## src/rtl/sprite_pkg.sv

```systemverilog
// Shared sprite definitions: attribute bit-field positions, entry count and
// the line-scanner state encoding. Used by the attribute write side, the
// line scanner and the renderer.
package sprite_pkg;

    localparam int SPRITE_COUNT = 128;

    // Attribute word 2n
    localparam int ADDR_LSB   = 0;
    localparam int ADDR_W     = 12;
    localparam int MODE_BIT   = 15;
    localparam int X_LSB      = 16;
    localparam int X_W        = 10;

    // Attribute word 2n+1
    localparam int Y_LSB      = 0;
    localparam int Y_W        = 10;
    localparam int HFLIP_BIT  = 16;
    localparam int VFLIP_BIT  = 17;
    localparam int Z_LSB      = 18;
    localparam int Z_W        = 2;
    localparam int COLL_LSB   = 20;
    localparam int COLL_W     = 4;
    localparam int PAL_LSB    = 24;
    localparam int PAL_W      = 4;
    localparam int WIDTH_LSB  = 28;
    localparam int HEIGHT_LSB = 30;
    localparam int SIZE_W     = 2;

    typedef enum logic [2:0] {
        IDLE,
        RD1,
        CHK,
        RD0,
        EMIT,
        DONE
    } scan_state_e;

    // RAM word address of attribute word 'word' (0 or 1) of sprite 'idx'
    function automatic logic [7:0] attr_addr(input logic [6:0] idx, input logic word);
        return {idx, word};
    endfunction

endpackage

```

## src/rtl/sprite_line_hit.sv

```systemverilog
// Vertical intersection test of one sprite against the display line:
// wraparound distance, hit decision and row-within-sprite with vflip.
module sprite_line_hit (
    input  logic [9:0] line_i,
    input  logic [9:0] y_i,
    input  logic [1:0] hcode_i,
    input  logic       vflip_i,
    input  logic [1:0] z_i,
    output logic       hit_o,
    output logic [5:0] row_o
);

    logic [9:0] d;
    logic [6:0] h;
    logic [5:0] hm1;

    // Height 8<<code, 10-bit wrapped distance; z==0 marks a disabled sprite
    always_comb begin
        h     = 7'd8 << hcode_i;
        hm1   = 6'((7'd8 << hcode_i) - 7'd1);
        d     = line_i - y_i;
        hit_o = (z_i != 2'd0) && (d < {3'b000, h});
        // On a hit d < h <= 64, so the low 6 bits hold the whole row
        row_o = vflip_i ? (hm1 - d[5:0]) : d[5:0];
    end

endmodule

```

## src/rtl/sprite_line_scanner.sv

```systemverilog
// Walks the sprite attribute RAM at each line start and streams the sprites
// intersecting the requested line, in index order, to the renderer.
module sprite_line_scanner #(
    parameter int SPRITE_COUNT = 128,
    parameter int MAX_HITS     = 64
) (
    input  logic        clk_i,
    input  logic        rst_n_i,
    input  logic        sprites_enable_i,
    input  logic        line_start_i,
    input  logic [9:0]  line_i,
    output logic [7:0]  ram_rd_addr_o,
    output logic        ram_rd_en_o,
    input  logic [31:0] ram_rd_data_i,
    output logic        spr_valid_o,
    input  logic        spr_ready_i,
    output logic [6:0]  spr_index_o,
    output logic [9:0]  spr_x_o,
    output logic [11:0] spr_addr_o,
    output logic        spr_mode_o,
    output logic        spr_hflip_o,
    output logic [1:0]  spr_width_o,
    output logic [1:0]  spr_z_o,
    output logic [3:0]  spr_pal_o,
    output logic [3:0]  spr_coll_o,
    output logic [5:0]  spr_row_o,
    output logic        busy_o,
    output logic        done_o,
    output logic        overflow_o
);
    import sprite_pkg::*;

    localparam int IDX_W  = 7;
    localparam int HITS_W = $clog2(MAX_HITS + 1);

    scan_state_e         state_q, state_d;
    logic [IDX_W-1:0]    n_q, n_d;
    logic [HITS_W-1:0]   hits_q, hits_d;
    logic [9:0]          line_q, line_d;
    logic                ovf_q, ovf_d;
    logic                valid_q, valid_d;
    logic [6:0]          idx_q, idx_d;
    logic [9:0]          x_q, x_d;
    logic [11:0]         addr_q, addr_d;
    logic                mode_q, mode_d;
    logic                hflip_q, hflip_d;
    logic [1:0]          width_q, width_d;
    logic [1:0]          z_q, z_d;
    logic [3:0]          pal_q, pal_d;
    logic [3:0]          coll_q, coll_d;
    logic [5:0]          row_q, row_d;

    logic                start;
    logic                last;
    logic                hit;
    logic [5:0]          row_calc;
    logic                unused_bits;

    assign start       = line_start_i & sprites_enable_i;
    assign last        = (n_q == IDX_W'(SPRITE_COUNT - 1));
    assign unused_bits = ^ram_rd_data_i[14:12];

    sprite_line_hit u_hit (
        .line_i  (line_q),
        .y_i     (ram_rd_data_i[Y_LSB +: Y_W]),
        .hcode_i (ram_rd_data_i[HEIGHT_LSB +: SIZE_W]),
        .vflip_i (ram_rd_data_i[VFLIP_BIT]),
        .z_i     (ram_rd_data_i[Z_LSB +: Z_W]),
        .hit_o   (hit),
        .row_o   (row_calc)
    );

    // Next-state, RAM read strobes and record field capture
    always_comb begin
        state_d       = state_q;
        n_d           = n_q;
        hits_d        = hits_q;
        line_d        = line_q;
        ovf_d         = ovf_q;
        valid_d       = valid_q;
        idx_d         = idx_q;
        x_d           = x_q;
        addr_d        = addr_q;
        mode_d        = mode_q;
        hflip_d       = hflip_q;
        width_d       = width_q;
        z_d           = z_q;
        pal_d         = pal_q;
        coll_d        = coll_q;
        row_d         = row_q;
        ram_rd_addr_o = 8'd0;
        ram_rd_en_o   = 1'b0;

        case (state_q)
            RD1: begin
                ram_rd_addr_o = attr_addr(n_q, 1'b1);
                ram_rd_en_o   = 1'b1;
                state_d       = CHK;
            end
            CHK: begin
                if (hit) begin
                    if (hits_q == HITS_W'(MAX_HITS)) begin
                        ovf_d   = 1'b1;
                        state_d = DONE;
                    end else begin
                        idx_d         = n_q;
                        hflip_d       = ram_rd_data_i[HFLIP_BIT];
                        z_d           = ram_rd_data_i[Z_LSB +: Z_W];
                        pal_d         = ram_rd_data_i[PAL_LSB +: PAL_W];
                        coll_d        = ram_rd_data_i[COLL_LSB +: COLL_W];
                        width_d       = ram_rd_data_i[WIDTH_LSB +: SIZE_W];
                        row_d         = row_calc;
                        ram_rd_addr_o = attr_addr(n_q, 1'b0);
                        ram_rd_en_o   = 1'b1;
                        state_d       = RD0;
                    end
                end else if (last) begin
                    state_d = DONE;
                end else begin
                    n_d     = n_q + 1'b1;
                    state_d = RD1;
                end
            end
            RD0: begin
                addr_d  = ram_rd_data_i[ADDR_LSB +: ADDR_W];
                mode_d  = ram_rd_data_i[MODE_BIT];
                x_d     = ram_rd_data_i[X_LSB +: X_W];
                valid_d = 1'b1;
                state_d = EMIT;
            end
            EMIT: begin
                if (valid_q && spr_ready_i) begin
                    valid_d = 1'b0;
                    hits_d  = hits_q + 1'b1;
                    if (last) begin
                        state_d = DONE;
                    end else begin
                        n_d     = n_q + 1'b1;
                        state_d = RD1;
                    end
                end
            end
            DONE: begin
                state_d = IDLE;
            end
            default: begin
                state_d = IDLE;
            end
        endcase

        // A line start in any state (re)starts the scan; a pending record is dropped
        if (start) begin
            state_d = RD1;
            n_d     = '0;
            hits_d  = '0;
            line_d  = line_i;
            ovf_d   = 1'b0;
            valid_d = 1'b0;
        end
    end

    // State and record registers
    always_ff @(posedge clk_i or negedge rst_n_i) begin
        if (!rst_n_i) begin
            state_q <= IDLE;
            n_q     <= '0;
            hits_q  <= '0;
            line_q  <= '0;
            ovf_q   <= 1'b0;
            valid_q <= 1'b0;
            idx_q   <= '0;
            x_q     <= '0;
            addr_q  <= '0;
            mode_q  <= 1'b0;
            hflip_q <= 1'b0;
            width_q <= '0;
            z_q     <= '0;
            pal_q   <= '0;
            coll_q  <= '0;
            row_q   <= '0;
        end else begin
            state_q <= state_d;
            n_q     <= n_d;
            hits_q  <= hits_d;
            line_q  <= line_d;
            ovf_q   <= ovf_d;
            valid_q <= valid_d;
            idx_q   <= idx_d;
            x_q     <= x_d;
            addr_q  <= addr_d;
            mode_q  <= mode_d;
            hflip_q <= hflip_d;
            width_q <= width_d;
            z_q     <= z_d;
            pal_q   <= pal_d;
            coll_q  <= coll_d;
            row_q   <= row_d;
        end
    end

    assign spr_valid_o = valid_q;
    assign spr_index_o = idx_q;
    assign spr_x_o     = x_q;
    assign spr_addr_o  = addr_q;
    assign spr_mode_o  = mode_q;
    assign spr_hflip_o = hflip_q;
    assign spr_width_o = width_q;
    assign spr_z_o     = z_q;
    assign spr_pal_o   = pal_q;
    assign spr_coll_o  = coll_q;
    assign spr_row_o   = row_q;
    assign overflow_o  = ovf_q;
    assign done_o      = (state_q == DONE);
    assign busy_o      = (state_q != IDLE) && (state_q != DONE);

endmodule

```

## config.mk

```make
export PLATFORM = sky130hd
export DESIGN_NAME = sprite_line_scanner
export DESIGN_NICKNAME = d
export VERILOG_FILES = /design/src/rtl/sprite_pkg.sv /design/src/rtl/sprite_line_hit.sv /design/src/rtl/sprite_line_scanner.sv
export SDC_FILE = /design/constraint.sdc
export NUM_CORES = 1
export LEC_CHECK = 0
export BUFFER_PORTS_ARGS = -buffer_cell sky130_fd_sc_hd__buf_2
export CAP_MARGIN = 10
export CELL_PAD_IN_SITES_DETAIL_PLACEMENT = 1
export CELL_PAD_IN_SITES_GLOBAL_PLACEMENT = 2
export CORE_MARGIN = 8
export CORE_UTILIZATION = 36
export CTS_CLUSTER_SIZE = 8
export DETAILED_ROUTE_END_ITERATION = 16
export GPL_ROUTABILITY_DRIVEN = 0
export MAX_ROUTING_LAYER = met4
export PLACE_DENSITY_LB_ADDON = 0.3
export SLEW_MARGIN = 10
export SYNTH_ARGS = -nofsm -noshare
export SYNTH_HDL_FRONTEND = slang
export SYNTH_SLANG_ARGS = --single-unit
```

## constraint.sdc

```tcl
create_clock -name clk_i -period 7.3 [get_ports clk_i]
set_clock_uncertainty 0.1 [all_clocks]
set_input_delay 1.46 -clock clk_i [delete_from_list [all_inputs] [get_ports clk_i]]
set_output_delay 1.46 -clock clk_i [all_outputs]
set_load 0.005 [all_outputs]
```

# Word level (Yosys, flattened, before mapping)
# Index checks and enable logic that the tools add are counted.
[word_totals]
ff_bits = 78
inputBits = 47
output_inout_bits = 62
word_cells = 80
[classes]
n_addsub = 5
n_lt_le_gt_ge = 1
n_eq_ne = 10
shifts = 1
n_mux = 28
n_bitwise = 2
n_reduce_logical = 17
[op_table]
columns = ["operator", "count"]
rows = [
  ["$mux W7", 7],
  ["$mux W8", 2],
  ["$pmux W8 S2", 1],
  ["$mux W3", 5],
  ["$add A7 B1 Y7 const B", 2],
  ["$eq A7 B7 Y1 const B", 2],
  ["$pmux W7 S2", 1],
  ["$pmux W3 S4", 1],
  ["$reduce_bool A2 Y1", 6],
  ["$lt A10 B7 Y1", 1],
  ["$sub A10 B10 Y10", 1],
  ["$ne A3 B3 Y1 const B", 3],
  ["$reduce_and A3 Y1", 3],
  ["$reduce_bool A3 Y1", 3],
  ["$mux W1", 8],
  ["$shl A4 B2 Y7 const A", 1],
  ["$eq A3 B2 Y1 const B", 2],
  ["$eq A3 B3 Y1 const B", 2],
  ["$mux W6", 1],
  ["$sub A6 B1 Y6 const B", 1],
  ["$sub A6 B6 Y6", 1],
  ["$pmux W1 S2", 2],
  ["$reduce_and A2 Y1", 2],
  ["$eq A3 B1 Y1 const B", 1],
  ["other kinds (3)", 5],
]

# Depth between registers and ports, before layout
# Gate-level depths: netlist of run 1.
[logic_depth]
word_depth = 6
mapped_depth = 16
depth_no_buf = 15

# Hierarchy
# From an unflattened synthesis of run 1, not the netlist that was laid out.
[unflattened]
cells_unflattened = 376
area_unflattened_um2 = 4117.7
[by_module_without_submodules]
columns = ["module", "n_inst", "cells_per_inst", "area_per_inst_um2", "seq_area_each_um2"]
rows = [
  ["sprite_line_scanner", 1, 270, 3350.7, 1951.9],
  ["sprite_line_hit", 1, 106, 767.0, 0.0],
]

# Worst setup path before layout of run 1
# Ideal clock, no wire load.
[synth_timing]
path_type = "input port to output port"
start = "input port ram_rd_data_i[1]"
end = "output port ram_rd_addr_o[1]"
arrival_time_ns = 4.173
t_required_ns = 5.740
setup_slack_ns = 1.567
stages = 15
n_path_buf = 1
cell_sequence = "inv_1 > ha_1 > nor2b_1 > o21ai_0 > nand2b_1 > xnor2_1 > inv_1 > ha_1 > o32a_1 > a2111o_1 > nand2_1 > o221a_4 > nand2_4 > buf_6 > a21boi_0"
[synth_via]
elab_chain_len = 5
[synth_lines]
columns = ["item", "line_no", "text"]
rows = [
  ["start, declared", "sprite_line_scanner.sv:14", "input logic [31:0] ram_rd_data_i,"],
  ["$sub A10 B10 Y10", "sprite_line_hit.sv:21", "d = line_i - y_i;"],
  ["$lt A10 B7 Y1", "sprite_line_hit.sv:22", "hit_o = (z_i != 2'd0) && (d < {3'b000, h});"],
  ["$logic_and A1 B1 Y1", "sprite_line_hit.sv:22", ""],
  ["$mux W8", "sprite_line_scanner.sv:101", "if (hit) begin"],
  ["$pmux W8 S2", "sprite_line_scanner.sv:94", "case (state_q)"],
  ["end, declared", "sprite_line_scanner.sv:12", "output logic [7:0] ram_rd_addr_o,"],
]
# No other way between the ends.

# Worst setup path in the final report of run 1
[layout_timing]
start = "input port ram_rd_data_i[0]"
end = "output port ram_rd_addr_o[6]"
# The elaborated chain is that of the path after synthesis.

==> results.py, run 1 <==
metrics = {
    "logic_synthesis": {
        "yosys.area.top_type": "dfrtp_1",
        "yosys-top-cells-count": "78 x dfrtp_1, 56 x nand2_1, 24 x o21ai_0",
        "yosysWarnings": 0,
        "synth.most_common_cell": "dfrtp_1",
        "yosys_most_used_dff": "dfrtp_1",
        "synth_area_leaders": "dfrtp_1 48%, mux2_4 8.0%, ha_1 5.2%",
        "synth_cell_type_count": 51,
        "yosysSeqAreaShare_pct": 47.5,
        "synth.net_count": 447,
        "synth_seq_cells": 78,
        "synth_edf_count": 0,
        "synthCells": 382,
        "synth-async-reset-ratio_pct": 100,
        "syn_avg_cell_area_um2": 10.7,
        "syn_area_um2": 4110,
        "synth_top_cell_area_share_pct": 47.5,
    },
    "power": {
        "power_mw": 1.57,
        "cellLeakagePower_nw": 2.62,
        "vdd_ir_drop_max_uv": 140,
        "p_per_area_nw_per_um2": 312,
    },
    "place": {
        "place_hpwl_mm": 8.05,
        "placement.io_buffers": 105,
        "dp_slack_ps": 893,
        "dpl_cell_area_um2": 4750,
        "dp_cells": 617,
    },
    "timing": {
        "fmax_mhz": 156,
        "setup_viol": 0,
        "whs_ps": 378,
        "tightestPinTransition_ps": 996,
        "finalWorstSetupSlack_ps": 893,
        "slew_violations": 0,
        "slew_headroom_pct": 33.6,
        "final.setup.tns_ps": 0,
        "fin_crit_sh_pct": 87.8,
        "hold_viol": 0,
        "post-route-min-period_ps": 6410,
        "rsz0062_at_grt": "false",
    },
    "floorplan": {
        "die_y_um": 123,
        "start_util_pct": 36.4,
        "floorplan.core_area_um2": 11300,
        "num_io_pins": 109,
        "rows": 39,
        "die_w_um": 123,
        "die_area_um2": 15100,
    },
    "cells_and_area": {
        "area.sequential_um2": 1950,
        "fin_util_pct": 44.8,
        "fin_area_um2": 5050,
        "syn_to_final_growth_pct": 22.9,
        "layout.cells.non_filler": 633,
        "layout-drive-gt1-share_pct": 34.7,
        "fin_nets": 550,
        "insertedDiodeCount": 0,
        "multi_input_area_um2": 2000,
        "fill_cells": 1304,
    },
    "drt": {
        "avgRoutedWirePerCell_um": 17.2,
        "drc_errors": 0,
        "drtIter0Drc": 209,
        "routed_wl_mm": 10.9,
        "num_vias": 3191,
        "avgViaCountPerCell": 5.04,
        "ant_nets": 0,
        "first_pass_iters": 4,
    },
    "global_route": {
        "grt_antenna_before_repair": 0,
        "grt_max_degree": 79,
        "overflow": 0,
        "grt_usage_pct": 15.2,
        "grt_pass1_vias": 3482,
        "grt_pass1_wl_mm": 17.6,
    },
    "clocking": {
        "clkLatencyLatePin_ps": 340,
        "cts-root-buf": "clkbuf_16",
        "htreeDepth": 3,
        "cts_buffer_depth": 2,
        "hold_buffers": 0,
        "clk_pin_slew_ps": 60,
        "post_cts_buffers": 0,
        "cts_buffers": 9,
        "cts.sinks": 78,
        "cts.repair.resized": 0,
        "cts_tree": "built",
    },
    "critical_path": {
        "crit_start": "ram_rd_data_i[0]",
        "cp-start-kind": "input port",
        "path_max_fanout": 33,
        "cp_slowest_cell": "fa_1",
        "r2r-start": "line_q[0]",
        "max_stage_delay_ps": 410,
        "crit_chain": "buf_2 -> ha_1 -> inv_1 -> fa_1 -> a211oi_2 -> o21bai_1 -> a21oi_1 -> xnor2_1 -> ha_1 -> o21bai_1 -> a2111o_1 -> nand2_1 -> o221a_4 -> nand2_4 -> a21boi_0 -> buf_2",
        "required_ps": 5740,
        "worst-setup-path-type": "in2out",
        "endpoint_kind": "primary output",
        "worstPathArrival_ps": 4850,
    },
    "job": {
        "maxCapViolCount": 0,
    },
    "worst_hold_path": {
        "min_from": "line_q[6]",
        "hp-class": "reg2reg",
    },
    "status": {
        "outcome": "completed",
    },
}
kinds of logic (layout without fill, tap and decap cells):
group	Yosys count	count (layout)	share of synthesized area, %
fa+ha+maj	18	18	5.67
simple gates	117	117	13.2
mux	43	43	13.7
flops	78	78	47.5
xor+xnor	16	16	3.41
compound gates	75	75	12.7
buf+inv	35	143	3.78
final cells by class:
| class | count | area share, % |
|---|---|---|
| Inverter | 20 | 1.49 |
| Multi-Input combinational cell | 269 | 39.6 |
| Clock inverter | 6 | 1.39 |
| Clock buffer | 10 | 4.54 |
| Timing Repair Buffer | 107 | 10.8 |
| Tap cell | 143 | 3.54 |
| Sequential cell | 78 | 38.7 |
metal layers:
metal / track usage (%) / part of all wire (%)
met1: 18.4 / 46
met2: 24.6 / 47
met3: 3.04 / 5.4
met4: 5.64 / 1.3
met5: - / 0
path summary, 6_finish.rpt:
check                              endpoint  slack (ps)  depth (start not counted)
min in group asynchronous         line_q[3]        1200                          1
max                        ram_rd_addr_o[6]         890                         16
max reg2reg                   spr_coll_o[0]        3380                         15
max in group asynchronous            n_q[4]        5270                          1
min                               line_q[6]         380                          2
min reg2reg                       line_q[6]         380                          2
critical path, delay by kind of cell:
kind / cells / cell delay, ps
xor+xnor: 1 / 90
buf+inv: 3 / 310
compound gates: 7 / 1740
fa+ha+maj: 3 / 810
simple gates: 2 / 430
power by group:
part,total [mW],internal [mW],switching (mW)
Combinational,0.484,0.258,0.226
Clock,0.456,0.268,0.188
Sequential,0.633,0.558,0.0753
cells in the final DEF (no fill, tap or decap), types with 4 or more instances in the layout:
| cell | instances |
|---|---|
| ha_1 | 17 |
| nor2_1 | 22 |
| dfrtp_1 | 78 |
| buf_2 | 104 |
| clkbuf_16 | 9 |
| nand2_1 | 56 |
| xnor2_1 | 12 |
| o21ai_0 | 24 |
| a31oi_1 | 4 |
| or3_1 | 4 |
| mux2_2 | 18 |
| nand2b_1 | 6 |
| a21oi_1 | 13 |
| nor4_1 | 4 |
| nand3_1 | 7 |
| a21boi_0 | 7 |
| inv_1 | 20 |
| mux2_4 | 22 |
| xor2_1 | 4 |
sequential cells by signal, summed over array words and instances (netlist names), 2 cells and up:
signal,cells
hits_q,7
spr_row_o,6
spr_index_o,7
spr_pal_o,4
spr_width_o,2
state_q,3
line_q,10
spr_addr_o,12
spr_coll_o,4
spr_x_o,10
spr_z_o,2
n_q,7
No activity file was read; power rests on OpenSTA's default activity.
==> run 2, diff against run 1 <==
CORE_ASPECT_RATIO = 1.75   (was not set)
==> run 2 against run 1 <==
Register-to-register slack worse by 50 ps. Worst hold slack got worse by 0.91 ps. Fmax grew 4.5%. Global-route usage is 0.20 points higher. Utilization is 0.99 points higher. Via count up 0.69%. Flip-flop and latch count unchanged. Critical path type unchanged. Largest power group unchanged.
==> results.py, run 2 (synthesized netlist as in run 1, its figures left out) <==
metrics = {
    "global_route": {
        "grt_pass1_vias": 3566,
        "grt_antenna_before_repair": 0,
        "grt_pass1_wl_mm": 18.3,
        "grt_usage_pct": 15.4,
        "grt_max_degree": 79,
        "overflow": 0,
    },
    "timing": {
        "post-route-min-period_ps": 6130,
        "fin_crit_sh_pct": 84.0,
        "slew_headroom_pct": 27.6,
        "setup_viol": 0,
        "hold_viol": 0,
        "tightestPinTransition_ps": 1090,
        "slew_violations": 0,
        "finalWorstSetupSlack_ps": 1170,
        "rsz0062_at_grt": "false",
        "fmax_mhz": 163,
        "final.setup.tns_ps": 0,
    },
    "cells_and_area": {
        "layout_common_cells": "104 x buf_2, 78 x dfrtp_1, 56 x nand2_1",
        "fill_cells": 1263,
        "largest_reg_flops": 12,
        "area.sequential_um2": 1950,
        "layout-drive-gt1-share_pct": 34.4,
        "multi_input_area_um2": 2000,
        "syn_to_final_growth_pct": 23.7,
        "fin_nets": 550,
        "layout_commonest_cell": "buf_2",
        "insertedDiodeCount": 0,
    },
    "drt": {
        "num_vias": 3213,
        "avgViaCountPerCell": 5.18,
        "drc_errors": 0,
        "first_pass_iters": 4,
        "drtIter0Drc": 63,
        "routed_wl_mm": 11.1,
        "avgRoutedWirePerCell_um": 18.0,
        "ant_nets": 0,
    },
    "clocking": {
        "clk_pin_slew_ps": 60,
        "htreeDepth": 3,
        "cts_buffer_depth": 2,
        "hold_buffers": 0,
        "cts-root-buf": "clkbuf_16",
        "cts_tree": "built",
        "cts.sinks": 78,
        "clkLatencyLatePin_ps": 340,
        "cts.repair.resized": 0,
        "post_cts_buffers": 0,
        "cts_buffers": 9,
    },
    "critical_path": {
        "crit_start": "ram_rd_data_i[0]",
        "endpoint_kind": "primary output",
        "worst_r2r_endpoint": "spr_coll_o[2]",
        "required_ps": 5740,
        "cp-start-kind": "input port",
        "worst-setup-path-type": "in2out",
        "path_max_fanout": 13,
        "worstSetupEndpoint": "ram_rd_addr_o[3]",
        "rrSetupSlack_ps": 3330,
        "r2r-start": "line_q[0]",
        "worstPathArrival_ps": 4570,
        "r2r_cells": 16,
    },
    "place": {
        "place_hpwl_mm": 8.46,
        "placement.io_buffers": 105,
        "dp_slack_ps": 1130,
    },
    "floorplan": {
        "die_y_um": 157,
        "die_area_um2": 15200,
        "floorplan.core_area_um2": 11100,
        "start_util_pct": 37.0,
        "die_w_um": 96.7,
        "rows": 51,
        "num_io_pins": 109,
    },
    "status": {
        "outcome": "completed",
    },
    "power": {
        "vdd_ir_drop_max_uv": 158,
        "cellLeakagePower_nw": 2.65,
        "p_per_area_nw_per_um2": 317,
    },
    "worst_hold_path": {
        "hp-class": "reg2reg",
    },
    "job": {
        "maxCapViolCount": 0,
    },
}
[run 2: worst min-delay path by stage]
stage | slack, ps | depth (start not counted) | end | from
final | 380 | 2 | spr_addr_o[7] | spr_addr_o[7]
after global routing | 400 | 2 | line_q[4] | line_q[4]
after CTS | 380 | 2 | line_q[8] | line_q[8]
after detailed placement | 370 | 2 | line_q[8] | line_q[8]
after global placement | 360 | 2 | spr_addr_o[5] | spr_addr_o[5]
after floorplan | 350 | 2 | line_q[2] | line_q[2]
[run 2: layout make-up]
type                            count  share of cell area [%]
Clock buffer                       10                    4.51
Clock inverter                      4                    1.92
Inverter                           20                    1.48
Multi-Input combinational cell    269                    39.3
Sequential cell                    78                    38.4
Tap cell                          132                    3.25
Timing Repair Buffer              107                    11.1
[run 2: critical path, cell delays in order]
cell,delay (ps)
buf_2,90
ha_1,160
inv_1,50
fa_1,410
a211oi_2,380
o21bai_1,130
a21oi_1,190
xnor2_1,90
ha_1,190
o21bai_1,180
a2111o_1,380
nand2_1,100
o221a_4,240
nand2_4,130
a21boi_0,240
buf_2,150
[run 2: stage by stage]
stage                     total power, mW  utilization (%)  std cells  instance area (µm²)  hold WS [ps]
after detailed placement             1.13             42.6        605                 4730           369
after floorplan                     0.911                -        382                 4110           350
after CTS                            1.64             45.5        619                 5050           383
after global routing                 1.73             45.8        620                 5080           403
final                                1.61             45.8        620                 5080           377
after global placement               1.11             42.6        605                 4730           357
[run 2: where the power goes]
group          switching, mW  total, mW  internal, mW
combinational          0.223      0.482         0.259
clock                  0.169      0.499         0.330
sequential            0.0724      0.631         0.558
total                  0.464       1.61          1.15
[run 2: layer usage]
metal,global-route usage [%],wire length [µm],vias up
met4,6.26,218,0
met1,14.6,4060,1606
met5,-,0,-
met2,29.2,6490,59
li1,-,-,1536
met3,3.47,386,12
==> run 3, diff against run 2 <==
CORE_UTILIZATION = 30   (was 36)
clock period = 4.93 ns   (was 7.3 ns; I/O delays follow)
==> run 3 against run 2 <==
Critical path depth did not move. Register-to-register slack worse by 2300 ps. Flip-flop and latch count unchanged. Sequential share of layout area is 1.6 points lower. Wire length up 2.1%. Clock power grew 31%. Power is 45% higher. Non-clock buffer count rose by 15. Sequential power grew 48%. Critical path type unchanged. Largest cell class unchanged. Highest routed layer unchanged.
==> results.py, run 3 (synthesized netlist as in run 1, its figures left out) <==
metrics = {
    "power": {
        "cellLeakagePower_nw": 2.71,
        "p_per_area_nw_per_um2": 443,
        "vdd_ir_drop_max_uv": 150,
        "power_mw": 2.34,
    },
    "timing": {
        "hold_viol": 0,
        "slew_violations": 0,
        "fmax_mhz": 209,
        "post-route-min-period_ps": 4780,
        "fin_crit_sh_pct": 96.9,
        "setup_viol": 0,
        "slew_headroom_pct": 14.1,
        "rsz0062_at_grt": "true",
        "tightestPinTransition_ps": 1280,
        "final.setup.tns_ps": 0,
    },
    "global_route": {
        "grt_pass1_vias": 3574,
        "overflow": 0,
        "grt_pass1_wl_mm": 18.6,
        "grt_usage_pct": 13.4,
        "grt_max_degree": 79,
        "grt_antenna_before_repair": 0,
    },
    "clocking": {
        "clk_pin_slew_ps": 60,
        "cts_tree": "built",
        "htreeDepth": 3,
        "cts-root-buf": "clkbuf_16",
        "cts_buffers": 9,
        "clkLatencyLatePin_ps": 330,
        "cts_buffer_depth": 2,
        "hold_buffers": 0,
        "cts.sinks": 78,
    },
    "cells_and_area": {
        "insertedDiodeCount": 0,
        "area.sequential_um2": 1950,
        "fin_nets": 566,
        "layout_common_cells": "103 x buf_2, 78 x dfrtp_1, 56 x nand2_1",
        "syn_to_final_growth_pct": 29.0,
        "fill_cells": 1548,
        "layout-drive-gt1-share_pct": 39.5,
        "multi_input_area_um2": 2090,
        "largest_reg_flops": 12,
        "layout_commonest_cell": "buf_2",
    },
    "drt": {
        "drc_errors": 0,
        "avgViaCountPerCell": 4.78,
        "first_pass_iters": 4,
        "avgRoutedWirePerCell_um": 16.7,
        "routed_wl_mm": 11.4,
        "ant_nets": 0,
        "num_vias": 3247,
        "drtIter0Drc": 80,
    },
    "floorplan": {
        "die_y_um": 171,
        "die_w_um": 104,
        "num_io_pins": 109,
        "start_util_pct": 30.7,
        "rows": 56,
        "die_area_um2": 17800,
        "floorplan.core_area_um2": 13400,
    },
    "critical_path": {
        "worstPathArrival_ps": 3690,
        "cp-start-kind": "input port",
        "required_ps": 3840,
        "worst-setup-path-type": "in2out",
        "endpoint_kind": "primary output",
        "rrSetupSlack_ps": 1060,
        "path_max_fanout": 5,
    },
    "worst_hold_path": {
        "hp-class": "reg2reg",
    },
    "job": {
        "maxCapViolCount": 0,
    },
    "place": {
        "place_hpwl_mm": 8.51,
        "placement.io_buffers": 105,
    },
    "status": {
        "outcome": "completed",
    },
}
-- run 3: layout make-up --
class                           count  share of cell area (%)
Clock buffer                       11                    4.39
Multi-Input combinational cell    270                    39.5
Sequential cell                    78                    36.8
Clock inverter                      5                    1.13
Timing Repair Buffer              122                    12.6
Tap cell                          174                    4.11
Inverter                           20                    1.42
-- run 3: final timing paths --
path | startpoint | to | depth (start not counted)
max | ram_rd_data_i[0] | ram_rd_addr_o[4] | 16
max in group asynchronous | rst_n_i | line_q[3] | 1
min reg2reg | spr_addr_o[2] | spr_addr_o[2] | 2
max reg2reg | line_q[0] | spr_row_o[1] | 17
min | spr_addr_o[2] | spr_addr_o[2] | 2
min in group asynchronous | rst_n_i | hits_q[5] | 1
-- run 3: report_power, final --
part	leakage (nW)	total, mW	switching, mW	internal (mW)
sequential	1.01	0.932	0.105	0.826
clock	0.140	0.654	0.261	0.393
combinational	1.56	0.759	0.343	0.416
-- run 3: critical path, stage by stage --
cell,delay (ps)
buf_8,80
ha_4,120
inv_2,40
fa_2,390
a211oi_2,260
o21bai_1,90
a21oi_1,160
xnor2_1,100
ha_2,160
o21bai_4,160
a2111o_1,410
nand2_1,90
o221a_4,250
nand2_8,90
a21boi_2,170
buf_2,120
-- run 3: what timing repair did --
action | 4_1_cts | 5_1_grt
gates resized for setup | 9 | 20
endpoints found under the setup margin | 7 | 8
cloned | 0 | 1
setup buffers | 0 | 5
pin swaps | 4 | 16
-- run 3: per-layer routing --
layer / wire length, µm / vias up / GRT usage (%)
met5: 0 / - / -
met4: 178 / 0 / 5.13
met3: 413 / 10 / 2.71
met2: 6210 / 68 / 23.9
met1: 4590 / 1599 / 14.2
li1: - / 1570 / -
-- run 3: per-stage QoR --
| step | std cells | hold slack, ps | area [µm²] | utilization [%] | setup slack [ps] |
|---|---|---|---|---|---|
| final | 680 | 376 | 5300 | 39.6 | 151 |
| after global routing | 680 | 394 | 5300 | 39.6 | -35.4 |
| after CTS | 674 | 380 | 5160 | 38.6 | 20.8 |
| after detailed placement | 658 | 365 | 4860 | 36.3 | -62.0 |
| after global placement | 658 | 360 | 4860 | 36.3 | 18.3 |
| after floorplan | 382 | 350 | 4110 | - | 145 |
